File: src/rtl/sata_din_ppfifo_writer.sv
// Feeds a 32-bit valid/ready word stream into the ping-pong FIFO write port:
// claims a free channel, fills it until full, burst end or idle timeout, then commits it.
module sata_din_ppfifo_writer #(
  parameter int FLUSH_TIMEOUT = 64,
  parameter int DATA_WIDTH    = 32
) (
  input  logic                  clk,
  input  logic                  rst,
  input  logic                  en,
  input  logic [DATA_WIDTH-1:0] s_data,
  input  logic                  s_valid,
  input  logic                  s_last,
  output logic                  s_ready,
  output logic [DATA_WIDTH-1:0] user_din,
  output logic                  user_din_stb,
  input  logic [1:0]            user_din_ready,
  output logic [1:0]            user_din_activate,
  input  logic [23:0]           user_din_size,
  output logic                  busy,
  output logic [31:0]           words_total,
  output logic                  timeout_flush
);

  localparam logic [15:0] TIMEOUT = 16'(FLUSH_TIMEOUT);

  typedef enum logic [1:0] {
    IDLE    = 2'd0,
    WRITE   = 2'd1,
    RELEASE = 2'd2
  } state_t;

  state_t      state, state_nx;
  logic [1:0]  activate_nx;
  logic [23:0] size_q, size_nx;
  logic [23:0] count, count_nx;
  logic [15:0] idle_tmr, idle_tmr_nx;
  logic        last_ch, last_ch_nx;
  logic [31:0] total_nx;
  logic        tflush_nx;
  logic        pick_ch;

  assign s_ready      = (state == WRITE) && (count < size_q);
  assign user_din     = s_data;
  assign user_din_stb = s_valid && s_ready;
  assign busy         = (state != IDLE);

  // With both channels free, alternate; last_ch resets to 1 so channel 0 goes first.
  always_comb begin
    case (user_din_ready)
      2'b11:   pick_ch = ~last_ch;
      2'b10:   pick_ch = 1'b1;
      default: pick_ch = 1'b0;
    endcase
  end

  always_comb begin
    state_nx    = state;
    activate_nx = user_din_activate;
    size_nx     = size_q;
    count_nx    = count;
    idle_tmr_nx = idle_tmr;
    last_ch_nx  = last_ch;
    total_nx    = words_total;
    tflush_nx   = 1'b0;
    case (state)
      IDLE: begin
        if (en && (user_din_ready != 2'b00)) begin
          activate_nx = pick_ch ? 2'b10 : 2'b01;
          last_ch_nx  = pick_ch;
          size_nx     = user_din_size;
          count_nx    = 24'd0;
          idle_tmr_nx = 16'd0;
          state_nx    = WRITE;
        end
      end
      WRITE: begin
        if (size_q == 24'd0) begin
          activate_nx = 2'b00;
          state_nx    = RELEASE;
        end else if (user_din_stb) begin
          // A strobe clears the timer, so full/last always wins over timeout.
          count_nx    = count + 24'd1;
          total_nx    = words_total + 32'd1;
          idle_tmr_nx = 16'd0;
          if ((count + 24'd1 == size_q) || s_last) begin
            activate_nx = 2'b00;
            state_nx    = RELEASE;
          end
        end else if (count != 24'd0) begin
          idle_tmr_nx = idle_tmr + 16'd1;
          if (idle_tmr + 16'd1 == TIMEOUT) begin
            activate_nx = 2'b00;
            tflush_nx   = 1'b1;
            state_nx    = RELEASE;
          end
        end
      end
      RELEASE: state_nx = IDLE;
      default: begin
        activate_nx = 2'b00;
        state_nx    = IDLE;
      end
    endcase
  end

  always_ff @(posedge clk or negedge rst) begin
    if (!rst) begin
      state             <= IDLE;
      user_din_activate <= 2'b00;
      size_q            <= 24'd0;
      count             <= 24'd0;
      idle_tmr          <= 16'd0;
      last_ch           <= 1'b1;
      words_total       <= 32'd0;
      timeout_flush     <= 1'b0;
    end else begin
      state             <= state_nx;
      user_din_activate <= activate_nx;
      size_q            <= size_nx;
      count             <= count_nx;
      idle_tmr          <= idle_tmr_nx;
      last_ch           <= last_ch_nx;
      words_total       <= total_nx;
      timeout_flush     <= tflush_nx;
    end
  end

endmodule
File: config.mk
export PLATFORM = sky130hd
export DESIGN_NAME = sata_din_ppfifo_writer
export DESIGN_NICKNAME = d
export VERILOG_FILES = /design/src/rtl/sata_din_ppfifo_writer.sv
export SDC_FILE = /design/constraint.sdc
export NUM_CORES = 1
export LEC_CHECK = 0
export CAP_MARGIN = 20
export CELL_PAD_IN_SITES_DETAIL_PLACEMENT = 1
export CELL_PAD_IN_SITES_GLOBAL_PLACEMENT = 1
export CORE_MARGIN = 3
export CORE_UTILIZATION = 39
export DETAILED_ROUTE_END_ITERATION = 12
export PLACE_DENSITY = 0.82
export SLEW_MARGIN = 10
export SYNTH_ARGS = -nofsm -noshare
export SYNTH_HDL_FRONTEND = slang
export SYNTH_SLANG_ARGS = --single-unit
File: constraint.sdc
create_clock -name clk -period 3.75 [get_ports clk]
set_input_delay 0.375 -clock clk [delete_from_list [all_inputs] [get_ports clk]]
set_output_delay 0.375 -clock clk [all_outputs]
set_load 0.01 [all_outputs]
==> results of run 1 <==
==> cells in the final DEF, fill, tap and decap left out, drive strengths merged, types with 3 or more instances in the layout <==
cell type / netlist / final
nand3: 35 / 35
nand4: 29 / 29
clkdlybuf4s50: 0 / 67
nor4: 13 / 13
nand2: 75 / 75
and2: 7 / 7
dfrtp: 101 / 101
and4: 9 / 9
nor2: 40 / 40
xor2: 19 / 19
nor4b: 3 / 3
inv: 39 / 43
nor3: 13 / 13
clkbuf: 22 / 9
a2111oi: 3 / 3
nor2b: 4 / 4
a31oi: 9 / 9
o31ai: 22 / 22
xnor2: 40 / 40
buf: 50 / 17
o2111ai: 5 / 5
a21o: 3 / 3
a22o: 3 / 3
ha: 29 / 29
o21ai: 90 / 90
o41ai: 5 / 5
nand2b: 6 / 6
and3: 20 / 20
or4: 3 / 3
a21oi: 29 / 29
or3: 6 / 6
==> state kept, by name, indices dropped and copies added, names as in the netlist <==
name	cells
count	24
idle_tmr	16
last_ch	1
size_q	24
state	2
timeout_flush	1
user_din_activate	2
words_total	32
==> cell families (layout without fill, tap and decap cells) <==
logic type	count (synthesis)	in the layout	share of synthesized area, %
compound gates	192	192	18.4
xor+xnor	59	59	7.82
fa+ha+maj	29	29	5.41
buf+inv	111	139	8.49
flops	102	102	38.1
mux	3	3	0.485
simple gates	270	270	21.3
==> worst paths after layout <==
check	from	end	slack (ns)	depth (start not counted)
max	size_q[22]	user_din_stb	0.24	8
min	rst	idle_tmr[8]	0.002	1
max reg2reg	size_q[22]	idle_tmr[15]	0.49	11
min reg2reg	words_total[31]	words_total[31]	0.48	1
max in group asynchronous	rst	count[5]	2.86	2
min in group clk	words_total[31]	words_total[31]	0.48	1
==> per-stage QoR <==
stage	worst slack (ns)	power (µW)	cell area, µm²	util, %	hold slack, ns
floorplan	1.05	2650	6700	-	0.0794
global placement	0.642	3260	7360	44.1	0.399
detailed placement	0.519	3320	7360	44.1	0.400
CTS	0.227	4310	7660	45.9	0.00652
global route	0.0373	4590	7660	45.9	0.0346
finish	0.243	4310	7660	45.9	0.00163
==> per-layer routing <==
| metal | track usage (%) | up-vias | wire [µm] |
|---|---|---|---|
| met4 | 8.81 | 0 | 554 |
| li1 | - | 2787 | - |
| met5 | 0 | - | 0 |
| met2 | 36.3 | 166 | 9800 |
| met1 | 30.7 | 2937 | 9430 |
| met3 | 3.05 | 42 | 862 |
==> critical path, cell delays in order (launching register included) <==
cell and delay, ns:
dfrtp_1 0.41, inv_1 0.11, ha_1 0.33, nand4_1 0.23, nor4_4 0.46, o2111ai_1 0.30
o211ai_2 0.37, inv_1 0.07, clkdlybuf4s50_1 0.49
==> power by group through the flow <==
stage,clock [µW],sequential [µW],combinational (µW)
floorplan,0,1480,1170
global placement,0,1550,1710
detailed placement,0,1560,1760
CTS,993,1540,1770
global route,1050,1570,1970
finish,980,1550,1780
==> layout make-up <==
class	instances	area [µm²]	area share [%]
multi-input cells	553	3590	46.8
flip-flops and latches	102	2550	33.3
well taps	220	275	3.59
inverters	39	146	1.91
clock buffers	9	225	2.94
clock inverters	7	75.1	0.980
repair buffers	84	798	10.4
==> results_dict.tcl, run 1 <==
set metrics [dict create \
    status "finished, final reports clean" \
    seqPwrFrac_pct 36.0 \
    die_y_um 137 \
    relSlewSlack_pct 48.3 \
    ctsHoldBuffers 0 \
    synth_seq_cells 102 \
    initial_core_util_pct 40.1 \
    post-cts-setup-buffer-count 0 \
    post-route-drc-count 0 \
    p_comb_share_pct 41.3 \
    synthArstFlopShare_pct 100 \
    ys_top_cells_by_count "dfrtp_1, o21ai_0, nand2_1, inv_1, xnor2_1" \
    synth-main-ff-cell "dfrtp_1" \
    clk_latency_ns 0.36 \
    yosys.area.top_type_share_pct 37.7 \
    start_kind "register" \
    clock_path_buffers 2 \
    max_slew.worst_pin.slew_ns 0.773 \
    dp_hpwl_um 14900 \
    sw_frac_of_total_pct 43.5 \
    wirelength_um 20600 \
    hp-class "in -> async" \
    finalCritPeriodShare_pct 93.5 \
    antenna_cells 0 \
    critical_path_class "reg -> out" \
    cts_resized 0 \
    via_per_inst 5.85 \
    placedCellCount 998 \
    synth_top_cells_by_area "dfrtp_1, o21ai_0, ha_1, xnor2_1, nand2_1" \
    switching_power_uw 1870 \
    cts.htree.levels 3 \
    synth_edf_count 0 \
    coreArea_mm2 0.0167 \
    fin_skew_ns 0.00935 \
    grt.overflow.total 0 \
    max_freq_ghz 0.285 \
    syn_to_final_growth_pct 14.3 \
    fp.dieW_um 137 \
    setup_viol 0 \
    setup_tns_ns 0 \
    fin_crit_ns 3.51 \
    synth_top_cell_by_area "dfrtp_1" \
    antenna_left 0 \
    critPathCaptureType "primary output" \
    grt_pass1_wl_um 33200 \
    drive_gt1_share_pct 6.93 \
    grt_pass1_vias 6079 \
    syn_area_per_cell_um2 8.75 \
    place.gp.congestion 0.904 \
    max-cap-violations 0 \
    cts_tree "done" \
    rows 47 \
    antenna_found_initial 0 \
    cts_root_buf "clkbuf_16" \
    num_vias 5932 \
    grt_max_degree 49 \
    wl_per_cell_um 20.4 \
    io_buffers 68 \
    yosysUniqueCellTypes 70 \
    io_pins 133 \
    syn_area_mm2 0.00670 \
    p_leak_uw 0.00322 \
    cts_sinks 102 \
    cp_max_fo 5 \
    ys_seq_area_share_pct 38.1 \
    ys_warn_count 0 \
    dieArea_mm2 0.0188 \
    irDropWorstVdd_uv 261 \
    slew_violations 0 \
    required_ns 3.38 \
    finalHoldViolCount 0 \
    path_clk_slew_ns 0.08 \
    track_usage_pct 22.5 \
    synth.net_count 858 \
    drtIter0Drc 440 \
    rsz0062_at_grt "no" \
    arrival_ns 3.13 \
    yosysMostFrequentCell "dfrtp_1" \
    p_clk_share_pct 22.8 \
    drt_first_pass_iters 5 \
    internal-power_uw 2430 \
    layout.nets 881 \
    power.density_mw_per_mm2 562 \
    fillers 1990 \
    cts_buffers 9 \
    final_cells 1014 \
    synthCells 766 \
]
No activity file was read; power rests on OpenSTA's default activity.
==> inputs of run 2 (changes only) <==
- MAX_ROUTING_LAYER: default -> met4
==> run 2 against run 1 <==
Combinational power barely moved. Clock power rose by 4%. Via count barely moved. Routed wire length fell by 1.1%. Global-route usage rose by 0.66 points. Non-clock buffer count did not move. Sequential power barely moved. Total power rose by 1.6%. First-iteration DRC count rose by 4.8%. Sequential share of layout area fell by 0.21 points. Final area rose by 0.64%. Critical path type unchanged.
==> results_dict.tcl, run 2 (synthesis results as in run 1) <==
set metrics [dict create \
    r2r-start "count[22]" \
    max-cap-violations 0 \
    io_buffers 68 \
    initial_core_util_pct 40.1 \
    finalHoldViolCount 0 \
    fin_skew_ns 0.00795 \
    antenna_cells 0 \
    cts_root_buf "clkbuf_16" \
    cts_tree "done" \
    rrSetupSlack_ns 0.38 \
    rows 47 \
    setup_viol 0 \
    wirelength_um 20400 \
    max_slew.worst_pin.slew_ns 0.777 \
    grt_pass1_vias 6084 \
    highest_layer "met4" \
    cts.htree.levels 3 \
    wl_met2_um 9850 \
    critPathCaptureType "primary output" \
    antenna_left 0 \
    wl_met1_um 9260 \
    grt_pass1_wl_um 33100 \
    largest_reg_flops 32 \
    top_regs "words_total x32, count x24, size_q x24" \
    r2r-end "idle_tmr[15]" \
    power.density_mw_per_mm2 567 \
    clock_path_buffers 2 \
    final_cell_mix "dfrtp_1, o21ai_0, nand2_1" \
    required_ns 3.38 \
    post-cts-setup-buffer-count 0 \
    clk_latency_ns 0.37 \
    cts_sinks 102 \
    dp_hpwl_um 14900 \
    grt_max_degree 82 \
    hp-class "in -> async" \
    dieArea_mm2 0.0188 \
    cp_max_fo 6 \
    hold_slack_ns 0.429 \
    drive_gt1_share_pct 6.80 \
    drtIter0Drc 461 \
    status "finished, final reports clean" \
    slew_violations 0 \
    critical_path_class "reg -> out" \
    io_pins 133 \
    top_register "words_total" \
    relSlewSlack_pct 48.0 \
    cts_buffers 9 \
    p_leak_uw 0.00324 \
    syn_to_final_growth_pct 15.0 \
    setup_tns_ns 0 \
    start_kind "register" \
    path_clk_slew_ns 0.08 \
    finalCritPeriodShare_pct 95.6 \
    coreArea_mm2 0.0167 \
    place.gp.congestion 0.961 \
    r2r_cells 10 \
    num_vias 5931 \
    fp.dieW_um 137 \
    wl_per_cell_um 20.1 \
    arrival_ns 3.21 \
    via_per_inst 5.85 \
    total_power_uw 4370 \
    irDropWorstVdd_uv 298 \
    post-route-drc-count 0 \
    fin_crit_ns 3.59 \
    max_freq_ghz 0.279 \
    layout_commonest_cell "dfrtp_1" \
    fin_util_pct 46.2 \
    antenna_found_initial 0 \
    layout.nets 881 \
    die_y_um 137 \
    drt_first_pass_iters 5 \
    rsz0062_at_grt "no" \
    grt.overflow.total 0 \
    track_usage_pct 23.2 \
    wl_met3_um 850 \
]
[run 2: cell count changes in the layout (fill, tap and decap cells not counted), sizes merged]
cell,change
dlygate4sd3,+1
buf,-1
clkinv,+1
bufinv,+1
clkinvlp,-1
inv,-1
[run 2: repair_timing]
| action | CTS | global route |
|---|---|---|
| resized for setup | 0 | 1 |
| hold buffers | 0 | 1 |
| endpoints found under the setup margin | 0 | 1 |
| endpoints found under the hold margin | 0 | 16 |
[run 2: per-layer routing]
layer	global-route usage, %	vias to the layer above
met5	-	-
met4	8.26	0
met3	4.23	38
met2	35.9	132
met1	30.5	2967
li1	-	2794
[run 2: report_power, final]
group	internal, µW	leakage, µW	switching [µW]
Combinational	676	0.00172	1130
Sequential	1290	0.00137	257
Clock	534	0.000155	485
[run 2: how the worst max path moves through the flow]
stage | start | end | slack (ns) | cells past startpoint
6_report | count[22] | user_din_stb | 0.16 | 7
5_1_grt | size_q[22] | user_din_stb | 0.0008 | 8
4_1_cts | count[22] | user_din_stb | 0.19 | 7
3_5_place_dp | count[22] | idle_tmr[15] | 0.49 | 10
3_3_place_gp | size_q[22] | idle_tmr[14] | 0.63 | 10
2_1_floorplan | size_q[9] | words_total[31] | 1.05 | 10
[run 2: critical path: stages, from the launching register on]
cell and delay, ns:
dfrtp_1 0.48, ha_1 0.36, nand4_1 0.24, nor4_4 0.45, o2111ai_1 0.32, o211ai_2 0.41
inv_1 0.08, clkdlybuf4s50_1 0.49
[run 2: per-stage QoR]
step	instances	area [µm²]	worst slack (ns)
after floorplan	766	6700	1.05
after global placement	996	7350	0.630
after detailed placement	996	7350	0.486
after CTS	1012	7660	0.186
after global routing	1014	7710	0.000805
final	1014	7710	0.165
[run 2: final cells by class]
type	instances	area [µm²]
Timing Repair Buffer	84	821
Inverter	39	146
Multi-Input combinational cell	553	3600
Clock buffer	9	225
Clock inverter	7	88.8
Fill cell	1985	8990
Sequential cell	102	2550
Tap cell	220	275
